`src/rtl/cntlz_decode64_pkg.sv`:
```
// Shared constants, mode encodings and fill helpers for the count-to-pattern
// decoder that sits beside cntlz64/cntlo64.
package cntlz_decode64_pkg;

   localparam int DATA_W     = 64;
   localparam int CNT_W      = 7;
   localparam int BYTE_CNT_W = 3;
   localparam logic [CNT_W-1:0] MAX_CNT = 7'd64;

   // cntlz64/cntlo64 report 64 for an all-zero / all-one word.
   localparam int CNTLZ_W = 7;
   localparam int CNTLO_W = 7;

   typedef enum logic [1:0] {
      MODE_ONEHOT   = 2'd0,
      MODE_LOWMASK  = 2'd1,
      MODE_LEADONES = 2'd2,
      MODE_RSVD     = 2'd3
   } mode_e;

   function automatic mode_e norm_mode(input logic [1:0] m);
      return (m == 2'd3) ? MODE_ONEHOT : mode_e'(m);
   endfunction

   function automatic logic [7:0] fill_hi(input mode_e m);
      return (m == MODE_LEADONES) ? 8'hFF : 8'h00;
   endfunction

   function automatic logic [7:0] fill_lo(input mode_e m);
      return (m == MODE_LOWMASK) ? 8'hFF : 8'h00;
   endfunction

   // Word produced for a clamped count of 64.
   function automatic logic [DATA_W-1:0] full_word(input mode_e m);
      return (m == MODE_LEADONES) ? {DATA_W{1'b1}} : {DATA_W{1'b0}};
   endfunction

endpackage

```
`src/rtl/cntlz_decode64_if.sv`:
```
// Input and output valid/ready channels of the count-to-pattern decoder.
interface cntlz_decode64_if;
   import cntlz_decode64_pkg::*;

   logic              in_valid;
   logic              in_ready;
   logic [CNT_W-1:0]  in_cnt;
   logic [1:0]        in_mode;
   logic              out_valid;
   logic              out_ready;
   logic [DATA_W-1:0] out_data;
   logic              out_sat;

   modport master (
      output in_valid, in_cnt, in_mode, out_ready,
      input  in_ready, out_valid, out_data, out_sat
   );

   modport slave (
      input  in_valid, in_cnt, in_mode, out_ready,
      output in_ready, out_valid, out_data, out_sat
   );

endinterface

```
`src/rtl/cntlz_decode64_decode8.sv`:
```
// Byte-local inverse of cntlz8: 3-bit count and mode to an 8-bit pattern.
module cntlz_decode8
   import cntlz_decode64_pkg::*;
(
   input  logic [BYTE_CNT_W-1:0] cnt,
   input  mode_e                 mode,
   output logic [7:0]            pat
);

   always_comb begin
      pat = 8'h80 >> cnt;
      case (mode)
         MODE_LOWMASK:  pat = 8'hFF >> cnt;
         MODE_LEADONES: pat = ~(8'hFF >> cnt);
         default:       pat = 8'h80 >> cnt;
      endcase
   end

endmodule

```
`src/rtl/cntlz_decode64.sv`:
```
// Two-stage count-to-pattern decoder: S1 builds the byte-local pattern,
// S2 assembles the 64-bit word. Valid/ready on both sides.
module cntlz_decode64
   import cntlz_decode64_pkg::*;
(
   input  logic               clk,
   input  logic               rst_n,
   input  logic               clr,
   cntlz_decode64_if.slave    bus
);

   logic                  sat_in;
   logic [CNT_W-1:0]      n_clamped;
   mode_e                 mode_in;
   logic [7:0]            pat_in;

   logic                  s1_valid_reg;
   logic [BYTE_CNT_W-1:0] s1_byte_reg;
   logic [7:0]            s1_pat_reg;
   logic                  s1_is64_reg;
   mode_e                 s1_mode_reg;
   logic                  s1_sat_reg;

   logic                  out_valid_reg;
   logic [DATA_W-1:0]     out_data_reg;
   logic                  out_sat_reg;

   logic                  adv1;
   logic                  adv2;
   logic [DATA_W-1:0]     word_asm;
   logic [DATA_W-1:0]     word_next;

   assign sat_in    = (bus.in_cnt > MAX_CNT);
   assign n_clamped = sat_in ? MAX_CNT : bus.in_cnt;
   assign mode_in   = norm_mode(bus.in_mode);

   cntlz_decode8 u_decode8 (
      .cnt  (n_clamped[2:0]),
      .mode (mode_in),
      .pat  (pat_in)
   );

   assign adv2 = !out_valid_reg || bus.out_ready;
   assign adv1 = !s1_valid_reg || adv2;

   // Lane gi is the gi-th byte counted from the MSB, matching n[5:3].
   genvar gi;
   generate
      for (gi = 0; gi < 8; gi++) begin : g_lane
         assign word_asm[DATA_W-1-8*gi -: 8] =
            (3'(gi) < s1_byte_reg)  ? fill_hi(s1_mode_reg) :
            (3'(gi) == s1_byte_reg) ? s1_pat_reg :
                                      fill_lo(s1_mode_reg);
      end
   endgenerate

   assign word_next = s1_is64_reg ? full_word(s1_mode_reg) : word_asm;

   always_ff @(posedge clk or negedge rst_n) begin
      if (!rst_n) begin
         s1_valid_reg  <= 1'b0;
         s1_byte_reg   <= '0;
         s1_pat_reg    <= '0;
         s1_is64_reg   <= 1'b0;
         s1_mode_reg   <= MODE_ONEHOT;
         s1_sat_reg    <= 1'b0;
         out_valid_reg <= 1'b0;
         out_data_reg  <= '0;
         out_sat_reg   <= 1'b0;
      end else if (clr) begin
         s1_valid_reg  <= 1'b0;
         out_valid_reg <= 1'b0;
         out_data_reg  <= '0;
         out_sat_reg   <= 1'b0;
      end else begin
         if (adv1) begin
            s1_valid_reg <= bus.in_valid;
         end
         if (adv1 && bus.in_valid) begin
            s1_byte_reg <= n_clamped[5:3];
            s1_pat_reg  <= pat_in;
            s1_is64_reg <= n_clamped[6];
            s1_mode_reg <= mode_in;
            s1_sat_reg  <= sat_in;
         end
         if (adv2) begin
            out_valid_reg <= s1_valid_reg;
         end
         if (adv2 && s1_valid_reg) begin
            out_data_reg <= word_next;
            out_sat_reg  <= s1_sat_reg;
         end
      end
   end

   assign bus.in_ready  = adv1;
   assign bus.out_valid = out_valid_reg;
   assign bus.out_data  = out_data_reg;
   assign bus.out_sat   = out_sat_reg;

endmodule
```
`src/flat_wrapper.sv`:
```
// flat-port wrapper written by rule: the top's interface ports become plain ports
module cntlz_decode64_flat import cntlz_decode64_pkg::*;
  (clk, rst_n, clr, bus_in_valid, bus_in_cnt, bus_in_mode, bus_out_ready, bus_in_ready, bus_out_valid, bus_out_data, bus_out_sat);
  cntlz_decode64_if bus_i ();
  input  logic clk;
  input  logic rst_n;
  input  logic clr;
  input wire logic [$bits(bus_i.in_valid)-1:0] bus_in_valid;
  input wire logic [$bits(bus_i.in_cnt)-1:0] bus_in_cnt;
  input wire logic [$bits(bus_i.in_mode)-1:0] bus_in_mode;
  input wire logic [$bits(bus_i.out_ready)-1:0] bus_out_ready;
  output wire logic [$bits(bus_i.in_ready)-1:0] bus_in_ready;
  output wire logic [$bits(bus_i.out_valid)-1:0] bus_out_valid;
  output wire logic [$bits(bus_i.out_data)-1:0] bus_out_data;
  output wire logic [$bits(bus_i.out_sat)-1:0] bus_out_sat;
  assign bus_i.in_valid = bus_in_valid;
  assign bus_i.in_cnt = bus_in_cnt;
  assign bus_i.in_mode = bus_in_mode;
  assign bus_i.out_ready = bus_out_ready;
  assign bus_in_ready = bus_i.in_ready;
  assign bus_out_valid = bus_i.out_valid;
  assign bus_out_data = bus_i.out_data;
  assign bus_out_sat = bus_i.out_sat;
  cntlz_decode64 u_core (.clk(clk), .rst_n(rst_n), .clr(clr), .bus(bus_i));
endmodule
```
`config.mk`:
```
export PLATFORM = sky130hd
export DESIGN_NAME = cntlz_decode64_flat
export DESIGN_NICKNAME = d
export VERILOG_FILES = /design/src/rtl/cntlz_decode64_pkg.sv /design/src/rtl/cntlz_decode64_if.sv /design/src/rtl/cntlz_decode64_decode8.sv /design/src/rtl/cntlz_decode64.sv /design/src/flat_wrapper.sv
export SDC_FILE = /design/constraint.sdc
export NUM_CORES = 1
export LEC_CHECK = 0
export BUFFER_PORTS_ARGS = -buffer_cell sky130_fd_sc_hd__buf_2
export CAP_MARGIN = 20
export CORE_MARGIN = 2
export CORE_UTILIZATION = 40
export DETAILED_ROUTE_END_ITERATION = 10
export GPL_TIMING_DRIVEN = 0
export PLACE_DENSITY = 0.66
export SLEW_MARGIN = 20
export SYNTH_ARGS = -nofsm -noshare
export SYNTH_HDL_FRONTEND = slang
export SYNTH_SLANG_ARGS = --single-unit
```
`constraint.sdc`:
```
create_clock -name clk -period 1.8 [get_ports clk]
set_input_delay 0.09 -clock clk [delete_from_list [all_inputs] [get_ports clk]]
set_output_delay 0.09 -clock clk [all_outputs]
set_load 0.01 [all_outputs]
```
==> results.py <==
metrics = {
    "power_and_ir_drop": {
        "p_int_mw": 3.220,
        "irDropWorstVdd_mv": 0.3535,
        "p_leak_nw": 2.591,
        "combinationalPowerShare": 0.280,
        "power_frac_seq": 0.433,
        "p_per_area_mw_per_mm2": 918.7,
        "swShare": 0.3270,
        "p_clk_frac": 0.287,
        "netSwitchingPower_mw": 1.564,
    },
    "synthesis": {
        "synthFlopType": "dfrtp_1",
        "synth_edf_count": 0,
        "ys_ff_latch": 82,
        "avgSynthCellArea_um2": 9.749,
        "syn_area_mm2": 0.004348,
        "syn_inst": 446,
        "seq_area_frac_synth": 0.4719,
        "ys_types": 51,
        "syn_nets": 462,
        "yosys_warnings": 0,
        "synthArstFlopShare": 1.000,
    },
    "place": {
        "gp_congestion": 0.7807,
        "dp_hpwl_um": 7913,
        "portBuffers": 79,
        "preCtsSetupSlack_ns": 0.09291,
    },
    "worst_setup_path": {
        "arrival_ns": 1.94,
        "cp-start-kind": "flip-flop",
        "crit_path_top_delay_cell": "dfrtp_1",
        "worstPathCellList": "buf_2 > nand2_2 > a21oi_2 > o21ai_0 > a22o_1",
        "rrSetupSlack_ns": 0.12,
        "crit_fanout": 10,
        "reg2regPathDepth": 5,
        "worstSetupPathType": "flip-flop to flip-flop",
        "cp-end-kind": "flip-flop",
        "cp_slowest_stage_delay_ns": 0.44,
        "worstPathRequired_ns": 2.06,
    },
    "timing": {
        "post-route-min-period_ns": 1.680,
        "timing.fmax_mhz": 595.1,
        "fin_setup_tns_ns": 0,
        "grt_setup_unrepaired": "no",
        "finalSetupViolCount": 0,
        "hold_violations": 0,
        "fin_crit_sh": 0.9336,
        "drv_slew": 0,
        "maxSlewHeadroom": 0.5853,
        "fin_ws_ns": 0.1195,
        "skew_ns": 0.01076,
        "fin_hold_ws_ns": 0.03392,
        "worstMarginPinSlew_ns": 0.6220,
    },
    "floorplanning": {
        "fp.coreArea_mm2": 0.01075,
        "start_util": 0.4046,
        "dieArea_mm2": 0.01172,
        "die_w_um": 108.3,
        "fp.dieH_um": 108.3,
        "io_pins": 81,
        "rows": 38,
    },
    "cells_and_area": {
        "area_delta_synth_final_pct": 19.77,
        "largest_reg_flops": 64,
        "drive_above_1_share": 0.2724,
        "final_common_cell": "buf_2",
        "antenna-diode-count": 0,
        "nets": 558,
        "final_cell_mix": "96 x buf_2, 82 x dfrtp_1, 61 x o21ai_0, 48 x nand2_1, 48 x a21oi_1",
        "finish.utilization": 0.4846,
    },
    "clock_network": {
        "clkLatencyLatePin_ns": 0.37,
        "clockRootBuffer": "clkbuf_8",
        "cts.reportedPaths.clkPinSlew_ns": 0.08,
        "numClockSinks": 82,
        "cts_buffers": 9,
        "clock_path_buffers": 2,
        "tritoncts": "yes",
        "htreeDepth": 3,
    },
    "global_routing": {
        "grt_use_total": 0.1957,
        "grt_max_degree": 58,
        "overflow": 0,
        "grt_pass1_vias": 3578,
        "antenna_found_initial": 0,
        "grt_pass1_wl_um": 17750,
    },
    "worst_hold_path": {
        "holdPathStages": 4,
        "hp-class": "input port to flip-flop",
    },
    "routing": {
        "drt_iter0_markers": 253,
        "vias": 3792,
        "vias_per_cell": 5.520,
        "ant_nets": 0,
        "drc_errors": 0,
        "drt_pass1_iterations": 7,
        "wl_um": 11130,
        "wire_per_inst_um": 16.19,
    },
    "job": {
        "max_cap_violations": 0,
    },
    "outcome": {
        "status": "finished clean",
    },
}
-- cell type report --
cell class | instances | area, um^2
Buffer | 44 | 230.2
Clock buffer | 14 | 162.7
Multi-Input combinational cell | 313 | 2051
Sequential cell | 82 | 2052
Clock inverter | 2 | 35.03
Timing Repair Buffer | 85 | 475.5
Tap cell | 140 | 175.2
Fill cell | 1027 | 5538
Inverter | 7 | 26.28
-- synth_stat cells (all sizes together), types with 4 or more instances --
cell     n  area (um^2)
a21o     5        37.54
a21oi   53        295.3
a22o    32        280.3
a31oi   17        106.4
buf     27        165.2
clkbuf  17        65.06
dfrtp   82         2052
inv      6        22.52
mux2    20        255.3
mux2i   13        130.1
nand2   50        192.7
nand2b   5        33.78
nand3b   4        46.29
nor2     8        35.03
nor2b    6        37.54
o21ai   75        375.4
-- power groups by stage --
| stage | clock network [mW] | registers, mW | logic, mW |
|---|---|---|---|
| finish | 1.37 | 2.07 | 1.34 |
| global placement | 0 | 2.10 | 1.29 |
| global route | 1.47 | 2.09 | 1.48 |
| CTS | 1.40 | 2.07 | 1.34 |
| floorplan | 0 | 2.14 | 0.859 |
| detailed placement | 0 | 2.11 | 1.32 |
-- per-layer routing --
metal / part of all wire / global-route usage / vias up / wire length (um)
met2: 0.48 / 0.3131 / 101 / 5312
li1: - / - / 1806 / -
met3: 0.052 / 0.04340 / 13 / 581
met1: 0.46 / 0.2678 / 1872 / 5067
met5: 0 / 0 / - / 0
met4: 0.015 / 0.05495 / 0 / 163
-- worst max-delay path: cells and delay by family, from the launching register on --
family | cells | cell delay (ns)
AND/OR/NAND/NOR | 1 | 0.15
flip-flops | 1 | 0.44
buffers and inverters | 1 | 0.25
AO/OA/AOI/OAI | 3 | 0.72
-- worst paths after layout --
check / start / end
setup reg to reg: u_core.s1_byte_reg[2]$_DFFE_PN0P_ / u_core.bus.out_data[14]$_DFFE_PN0P_
setup / recovery: u_core.s1_byte_reg[2]$_DFFE_PN0P_ / u_core.bus.out_data[14]$_DFFE_PN0P_
hold reg to reg: u_core.bus.out_data[27]$_DFFE_PN0P_ / u_core.bus.out_data[27]$_DFFE_PN0P_
max in group asynchronous: rst_n / u_core.bus.out_data[13]$_DFFE_PN0P_
min in group asynchronous: rst_n / u_core.bus.out_data[60]$_DFFE_PN0P_
hold / removal: bus_out_ready / u_core.bus.out_valid$_DFFE_PN0P_
-- cells by family (layout without fill, tap and decap cells) --
family / count (synthesis) / after routing / synth area share
multiplexers: 33 / 33 / 0.08863
AO/OA/AOI/OAI: 191 / 191 / 0.2702
adder cells (fa/ha/maj): 2 / 2 / 0.005754
flip-flops: 82 / 82 / 0.4719
AND/OR/NAND/NOR: 87 / 87 / 0.1045
buffers and inverters: 51 / 152 / 0.05899
-- through the flow --
step                      cell area [um^2]  cells  total power, mW
after floorplan                       4348    446            3.001
after global placement                4918    665            3.388
after detailed placement              4949    666            3.429
after CTS                             5196    687            4.813
after global routing                  5207    687            5.042
final                                 5207    687            4.784
-- repair_timing --
action,CTS,global route
buffers inserted,0,0
hold buffers,5,0
setup endpoints to repair,0,32
gates resized for setup,0,2
endpoints found under the hold margin,63,0
Note: power is estimated with default switching activity, not from simulation.
